--- config.mk ---
export PLATFORM = sky130hd
export DESIGN_NAME = display_sequencer_flat
export DESIGN_NICKNAME = d
export VERILOG_FILES = /design/src/rtl/display_pkg.sv /design/src/rtl/display_sequencer_if.sv /design/src/rtl/display_sequencer_rr_arb2.sv /design/src/rtl/display_sequencer.sv /design/src/flat_wrapper.sv
export SDC_FILE = /design/constraint.sdc
export NUM_CORES = 1
export LEC_CHECK = 0
export BUFFER_PORTS_ARGS = -buffer_cell sky130_fd_sc_hd__buf_2
export CORE_UTILIZATION = 30
export CTS_CLUSTER_DIAMETER = 200
export DETAILED_ROUTE_END_ITERATION = 10
export GPL_TIMING_DRIVEN = 0
export HOLD_SLACK_MARGIN = 0.15
export PLACE_DENSITY = 0.62
export SLEW_MARGIN = 40
export SYNTH_ARGS = -nofsm -noshare
export SYNTH_HDL_FRONTEND = slang
export SYNTH_HIERARCHICAL = 1
export SYNTH_SLANG_ARGS = --single-unit
--- constraint.sdc ---
create_clock -name clk -period 3 [get_ports clk]
set_clock_uncertainty 0.2 [all_clocks]
set_input_delay 0.45 -clock clk [delete_from_list [all_inputs] [get_ports clk]]
set_output_delay 0.45 -clock clk [all_outputs]
set_load 0.01 [all_outputs]
--- src/rtl/display_pkg.sv ---
// display_pkg: constants and types shared by the display sequencer slice.
//   SLOT_W / NUM_SLOTS / QUAD_SLOTS  geometry of the display slot bank
//   QUAD_W / DISP_W                  derived bus widths
//   REQ_C9 / REQ_C4                  requester indices (conv9 -> 0, conv4 -> 1)
//   seq_state_t                      sequencer FSM states
package display_pkg;

    localparam int SLOT_W     = 8;
    localparam int NUM_SLOTS  = 8;
    localparam int QUAD_SLOTS = 4;
    localparam int QUAD_W     = SLOT_W * QUAD_SLOTS;
    localparam int DISP_W     = SLOT_W * NUM_SLOTS;

    localparam logic REQ_C9 = 1'b0;
    localparam logic REQ_C4 = 1'b1;

    typedef enum logic {
        IDLE = 1'b0,
        HOLD = 1'b1
    } seq_state_t;

endpackage

--- src/rtl/display_sequencer_if.sv ---
// display_sequencer_if: the two producer valid/ready/data channels.
//   req0_*  conv9 quad for slots 0-3
//   req1_*  conv4 quad for slots 4-7
// Modports:
//   master  producer side (drives valid/data, observes ready)
//   slave   sequencer side (observes valid/data, drives ready)
interface display_sequencer_if;
    import display_pkg::*;

    logic              req0_valid;
    logic [QUAD_W-1:0] req0_data;
    logic              req0_ready;
    logic              req1_valid;
    logic [QUAD_W-1:0] req1_data;
    logic              req1_ready;

    modport master (
        output req0_valid, req0_data, req1_valid, req1_data,
        input  req0_ready, req1_ready
    );

    modport slave (
        input  req0_valid, req0_data, req1_valid, req1_data,
        output req0_ready, req1_ready
    );

endinterface

--- src/rtl/display_sequencer_rr_arb2.sv ---
// rr_arb2: combinational two-way round-robin arbiter.
//   valid[1:0]  request lines
//   last        index of the most recently served requester
//   enable      arbitration allowed this cycle
//   grant[1:0]  one-hot grant, only ever to a valid requester
module rr_arb2 (
    input  logic [1:0] valid,
    input  logic       last,
    input  logic       enable,
    output logic [1:0] grant
);

    always_comb begin
        grant = 2'b00;
        if (enable) begin
            if (valid == 2'b11) begin
                // tie: serve whoever was not served last
                grant = last ? 2'b01 : 2'b10;
            end else begin
                // zero or one requester: pass it straight through
                grant = valid;
            end
        end
    end

endmodule

--- src/rtl/display_sequencer.sv ---
// display_sequencer: owns the eight display slots, arbitrates the conv9 and
// conv4 result producers and enforces a minimum hold window between updates.
//   clk, reset   system clock, synchronous active-high reset
//   req          producer channels (slave side of display_sequencer_if)
//   freeze       level; blocks new grants while idle
//   disp_data    slot k on [8k+7:8k]
//   upd_pulse    one-cycle pulse on the cycle after an accepted transfer
//   last_grant   requester index of the most recent accepted transfer
module display_sequencer
    import display_pkg::*;
#(
    parameter logic [31:0] HOLD_CYCLES = 32'd50_000_000
) (
    input  logic                clk,
    input  logic                reset,
    display_sequencer_if.slave  req,
    input  logic                freeze,
    output logic [DISP_W-1:0]   disp_data,
    output logic                upd_pulse,
    output logic                last_grant
);

    seq_state_t  state;
    seq_state_t  state_nxt;
    logic [31:0] hold_cnt;
    logic        arb_en;
    logic [1:0]  grant;
    logic        acc0;
    logic        acc1;
    logic        accept;

    // Ready is purely combinational; reset suppresses it so nothing can be
    // accepted on a reset edge.
    assign arb_en = (state == IDLE) && !freeze && !reset;

    rr_arb2 u_arb (
        .valid  ({req.req1_valid, req.req0_valid}),
        .last   (last_grant),
        .enable (arb_en),
        .grant  (grant)
    );

    assign req.req0_ready = grant[0];
    assign req.req1_ready = grant[1];

    assign acc0   = grant[0] && req.req0_valid;
    assign acc1   = grant[1] && req.req1_valid;
    assign accept = acc0 || acc1;

    always_ff @(posedge clk) begin
        if (reset) begin
            state <= IDLE;
        end else begin
            state <= state_nxt;
        end
    end

    always_comb begin
        state_nxt = state;
        if (state == IDLE) begin
            if (accept) begin
                state_nxt = HOLD;
            end
        end else begin
            if (hold_cnt == 32'd0) begin
                state_nxt = IDLE;
            end
        end
    end

    // Counter is loaded with HOLD_CYCLES-1 so that HOLD lasts exactly
    // HOLD_CYCLES cycles; it parks at zero and never wraps.
    always_ff @(posedge clk) begin
        if (reset) begin
            hold_cnt <= 32'd0;
        end else if (accept) begin
            hold_cnt <= HOLD_CYCLES - 32'd1;
        end else if (hold_cnt != 32'd0) begin
            hold_cnt <= hold_cnt - 32'd1;
        end
    end

    always_ff @(posedge clk) begin
        if (reset) begin
            disp_data  <= '0;
            upd_pulse  <= 1'b0;
            last_grant <= REQ_C4;
        end else begin
            upd_pulse <= accept;
            if (acc0) begin
                disp_data[QUAD_W-1:0] <= req.req0_data;
                last_grant            <= REQ_C9;
            end else if (acc1) begin
                disp_data[DISP_W-1:QUAD_W] <= req.req1_data;
                last_grant                 <= REQ_C4;
            end
        end
    end

endmodule

--- src/flat_wrapper.sv ---
// flat-port wrapper written by rule: the top's interface ports become plain ports
module display_sequencer_flat import display_pkg::*;
#(
    parameter logic [31:0] HOLD_CYCLES = 32'd50_000_000
)
  (clk, reset, freeze, disp_data, upd_pulse, last_grant, req_req0_valid, req_req0_data, req_req1_valid, req_req1_data, req_req0_ready, req_req1_ready);
  display_sequencer_if req_i ();
  input  logic clk;
  input  logic reset;
  input  logic freeze;
  output logic [DISP_W-1:0] disp_data;
  output logic upd_pulse;
  output logic last_grant;
  input wire logic [$bits(req_i.req0_valid)-1:0] req_req0_valid;
  input wire logic [$bits(req_i.req0_data)-1:0] req_req0_data;
  input wire logic [$bits(req_i.req1_valid)-1:0] req_req1_valid;
  input wire logic [$bits(req_i.req1_data)-1:0] req_req1_data;
  output wire logic [$bits(req_i.req0_ready)-1:0] req_req0_ready;
  output wire logic [$bits(req_i.req1_ready)-1:0] req_req1_ready;
  assign req_i.req0_valid = req_req0_valid;
  assign req_i.req0_data = req_req0_data;
  assign req_i.req1_valid = req_req1_valid;
  assign req_i.req1_data = req_req1_data;
  assign req_req0_ready = req_i.req0_ready;
  assign req_req1_ready = req_i.req1_ready;
  display_sequencer #(.HOLD_CYCLES(HOLD_CYCLES)) u_core (.clk(clk), .reset(reset), .req(req_i), .freeze(freeze), .disp_data(disp_data), .upd_pulse(upd_pulse), .last_grant(last_grant));
endmodule
### Word-level counts from Yosys, hierarchy flattened

Index checks and enable logic that the tools add are counted.

* eq/ne operators: 1
* reduce and logical (&&, ||, !) cells: 13
* add/subtract/negate cells: 1
* bitwise gates (word level): 2
* muxes and demuxes: 10

Operator list (number)
* 26-bit 2-to-1 mux: 2
* 32-bit zero test: 1
* 32-bit nonzero test: 1
* 32-bit by 1-bit subtractor with 32-bit output (second input constant): 1
* 2-bit 2-to-1 mux: 3
* 1-bit 2-to-1 mux: 5
* 1-bit logical AND: 4
* 2-bit nonzero test: 2
* 2-bit == test (second input constant): 1
* 1-bit zero test: 2
* 1-bit NOT: 2
* 2-bit AND reduction: 1
* 2-bit OR reduction: 1
* 1-bit logical OR: 1

* logic and storage cells: 34
* flip-flop bits (word level): 99
* input port bits: 69
* output and inout bits: 68

### Depth between registers and ports, before layout

* depth in word-level cells: 8
* depth in mapped cells: 10

### By module

The synthesis kept the hierarchy.

Modules (own cells, without submodules)
* display_sequencer: times used 1, area an instance 3940.0 um^2, sequential area each 1981.9 um^2, cells each 483
* rr_arb2: times used 1, area an instance 21.3 um^2, sequential area each 0.0 um^2, cells each 5

### Worst setup path before layout

OpenSTA, ideal clock, no wires.

* path kind: input to register
* start point: input port reset
* end point: register u_core.hold_cnt[31]
* setup slack: 0.330 ns
* path buffers: 2
* arrival: 2.410 ns
* stages: 10
* cells stage by stage: clkbuf_1 -> nor3_1 -> nand2_1 -> a21oi_1 -> and2_1 -> clkbuf_1 -> a21oi_1 -> nand2_1 -> or4_1 -> nand2_1

* cells in the longest elaborated chain, start to end: 6
* elaborated cells between the ends (all ways): 7

RTL lines
* start, declared: line flat_wrapper.sv:9 `input logic reset;`
* 1-bit zero test: line display_sequencer.sv:34 `assign arb_en = (state == IDLE) && !freeze && !reset;`
* 1-bit logical AND: line display_sequencer.sv:34
* via u_core.arb_en: line display_sequencer.sv:26 `logic arb_en;`
* 2-bit 2-to-1 mux: line display_sequencer_rr_arb2.sv:15 `if (enable) begin`
* via req_req0_ready: line flat_wrapper.sv:18 `output wire logic [$bits(req_i.req0_ready)-1:0] req_req0_ready;`
* 1-bit logical AND: line display_sequencer.sv:46 `assign acc0 = grant[0] && req.req0_valid;`
* 1-bit logical OR: line display_sequencer.sv:48 `assign accept = acc0 || acc1;`
* 2-bit OR reduction (no source line)
* end signal, assigned: line display_sequencer.sv:77 `hold_cnt <= HOLD_CYCLES - 32'd1;`
* end signal, assigned: line display_sequencer.sv:79 `hold_cnt <= hold_cnt - 32'd1;`
* end, declared: line display_sequencer.sv:25 `logic [31:0] hold_cnt;`

The timed path passes the listed nets, and every way through them passes these cells.
A chain may end at the register's enable or synchronous reset.

### Worst setup path after layout

* start point: register u_core.hold_cnt[13]
* end point: register u_core.hold_cnt[29]

* cells in the longest elaborated chain, start to end: 1
* elaborated cells between the ends (all ways): 2

RTL lines (line)
* 32-bit by 1-bit subtractor with 32-bit output / 32-bit nonzero test (equally long branches): display_sequencer.sv:79, display_sequencer.sv:78

Several ways; a longest one is shown, not always the timed one.

==> run metrics <==
adder-cell share of the synthesized area 0.6317%; Max Clock Freq approximately 350 MHz; Die Width 116.9 um; Syn Nets 559; minimum clock period approximately 2.9 ns; drt pass-1 iters 4; Slew Limit Fails 0; total core area around 13000 um2; P_sw 1644 uW; Final Cycle Share a little over nine tenths; Setup WS pre-CTS -0.6429 ns; max cap viols 0; first-pass GRT wire length ~18 mm; DRT iter0 DRCs approximately 170; DRC viols 0; Synth area leaders dfxtp_1 50%, nand2_1 13%, a21oi_1 10%; CP arrival slightly below 3 ns; HPWL Detailed between 7 and 8 mm; combinational share of power 36.6%; Worst-Margin Slew about 0.76 ns; yosys warns 6; largest family of logic cells by synthesized area simple AND/OR/NAND/NOR gates; Worst-Skew Late Latency roughly 0.35 ns; row count between 40 and 50; Hold Slack 0.1602 ns; Crit. End Element flop; worst-path maximum fanout 8; Synth Area in XOR/XNOR under 10%; Worst Hold Launch req_req1_data[11]; RSZ-0062 raised after global routing no; clk sinks 99; Final Wtd Congestion 0.8328; via/cell ratio 4.780; WS Path Type flop to flop; Reg power frac between 30% and 40%; ys flop type dfxtp_1; worst hold path type primary input to flop; post-synthesis compound-gate area fraction roughly 16%; via count 4168; post-synthesis async set-or-reset flop share 0%; DR WL/cell 13.51 um; number of global-route vias before repair between 3000 and 4000; pin count of the biggest net entering global routing 16; Power Internal 2675 uW; Net Sw Frac between 30% and 40%; Synth cell types 42; worst path required time 3.08 ns; Seq/Total Area, Yosys between 50% and 60%; TritonCTS buffer count 9; Mean Syn Cell Area slightly above 8 um2; Clock Tree Root clkbuf_16; Crit Reg-Reg Startpoint u_core/hold_cnt[13]$_SDFFE_PP0P_; TritonCTS clock tree done; H-tree Lvls 3; Ant. Diodes 0; worst vdd ir roughly 370 uV; Initial Utilization a little under a third; Post-synth EDFFs 0; sequential cell area just under 2000 um2; layout cell share with drive strength beyond 1 23.29%; Worst Setup SP u_core/hold_cnt[13]$_SDFFE_PP0P_; Antenna Violating Nets Remaining 0; simple-gate share of the synthesized area between 20% and 30%; layout net count about 770; initial antenna violation count 0; Clk pwr share between 20% and 30%; slew margin rel. between 40% and 50%; number of port buffers between 100 and 150; Max clock buf depth 2; Global Route Usage Sum 17.34%; die area roughly 14000 um2; FILL cells approximately 1300; multi-input combinational cell area 1857 um2; power per cell area 751.7 nW/um2; Setup-failing EPs final 0; post-synthesis mux area share 0%; startpoint types flop; total gr overflow 0; area of the mapped netlist 3961 um2; Syn Inst Count 488; Area growth, synth to finish 45.04%; fin worst setup slack 0.1373 ns; Yosys top cell area share 50.03%; status finished clean; final WL around 12 mm; Pleak about 0.0024 uW; io pins approximately 140; die height around 120 um; clock slew seen by the registers of the worst setup and hold paths roughly 0.070 ns; post-synth top area cell dfxtp_1; Synth Register Bits between 90 and 100; final hold vios 0
-- state kept, by name, indices dropped and copies added, names as in the netlist --
name,flops
u_core/state,1
u_core/disp_data,64
u_core/upd_pulse,1
u_core/hold_cnt,32
u_core/last_grant,1
-- synth_stat cells, types with 3 or more instances --
cell type / instances
xnor2_1: 8
nor3_1: 15
nand4_1: 6
o31ai_1: 6
nor2_1: 21
or3_1: 3
o211ai_1: 3
buf_1: 3
nand3_1: 4
nor4_1: 11
clkbuf_1: 27
o21ai_1: 3
a31oi_1: 3
dfxtp_1: 99
inv_1: 6
nand2_1: 138
a311oi_1: 3
a211oi_1: 3
xor2_1: 9
a21oi_1: 83
or4_1: 7
-- worst paths after layout --
| check | cells after the start | slack [ns] | endpoint |
|---|---|---|---|
| worst max-delay path | 5 | 0.14 | u_core/hold_cnt[29]$_SDFFE_PP0P_ |
| worst min-delay path | 3 | 0.16 | u_core/disp_data[43]$_SDFFE_PP0P_ |
| worst max register to register | 5 | 0.14 | u_core/hold_cnt[29]$_SDFFE_PP0P_ |
| worst min register to register | 2 | 0.25 | u_core/disp_data[5]$_SDFFE_PP0P_ |
-- layer usage --
metal  vias to the layer above  wire length (um)  global-route usage [%]
met1                      1925              5246                   20.13
met3                         5               694                   5.561
met2                       136              5732                   30.45
li1                       2102                 -                       -
met5                         -                 0                       0
met4                         0               107                   5.148
-- power groups by stage --
stage               registers, uW  logic (uW)  clock network [uW]
floorplan                    1680        1140                   0
global placement             1700        1440                   0
detailed placement           1720        1480                   0
CTS                          1690        1550                1080
global route                 1730        1740                1140
finish                       1700        1580                1040
-- kinds of logic after synthesis --
group                      after synthesis
adders and majority gates                2
AOI/OAI and AO/OA                      112
and+or+nand+nor                        221
xor gates and xnor gates                17
DFF                                     99
buffers and inverters                   37
-- through the flow --
| stage | cell area (um2) | setup TNS [ns] | total power [uW] | util (%) | instances |
|---|---|---|---|---|---|
| finish | 5746 | 0 | 4319 | 45.16 | 872 |
| global route | 5746 | 0 | 4605 | 45.16 | 872 |
| CTS | 5734 | 0 | 4321 | 45.07 | 873 |
| detailed placement | 4857 | -11.44 | 3197 | 38.18 | 796 |
| global placement | 4857 | -9.649 | 3142 | 38.18 | 796 |
| floorplan | 3961 | 0 | 2817 | - | 488 |
-- worst max-delay path, stage by stage (launching register included) --
cell,delay (ns)
dfxtp_1,0.36
or4_4,0.59
nor4_2,0.59
nand4_1,0.40
or4_1,0.50
a21oi_1,0.14
-- cells in the final DEF (no fill, tap or decap), types with 9 or more instances in the layout --
master,netlist,layout
a21oi_1,83,82
buf_2,1,137
clkbuf_1,27,25
clkbuf_16,0,9
dfxtp_1,99,99
dlygate4sd3_1,0,61
nand2_1,138,138
nor2_1,21,21
nor3_1,15,15
nor4_1,11,10
xor2_1,9,9
-- area by class of cell --
cell class	instances	area share [%]
inverter	6	0.3920
timing repair buffer	197	22.47
multi-input combinational	352	32.32
buffer	30	2.025
clock inverter	6	0.5662
tap	172	3.746
sequential	99	34.49
clock buffer	10	3.985
-- timing repair --
item                                    CTS  global route
endpoints found under the setup margin   11            14
hold buffers                             61             0
hold endpoints to repair                 61             0
gates resized for setup                   2             3
setup buffers                             0             0
(Power assumes the default switching activity.)
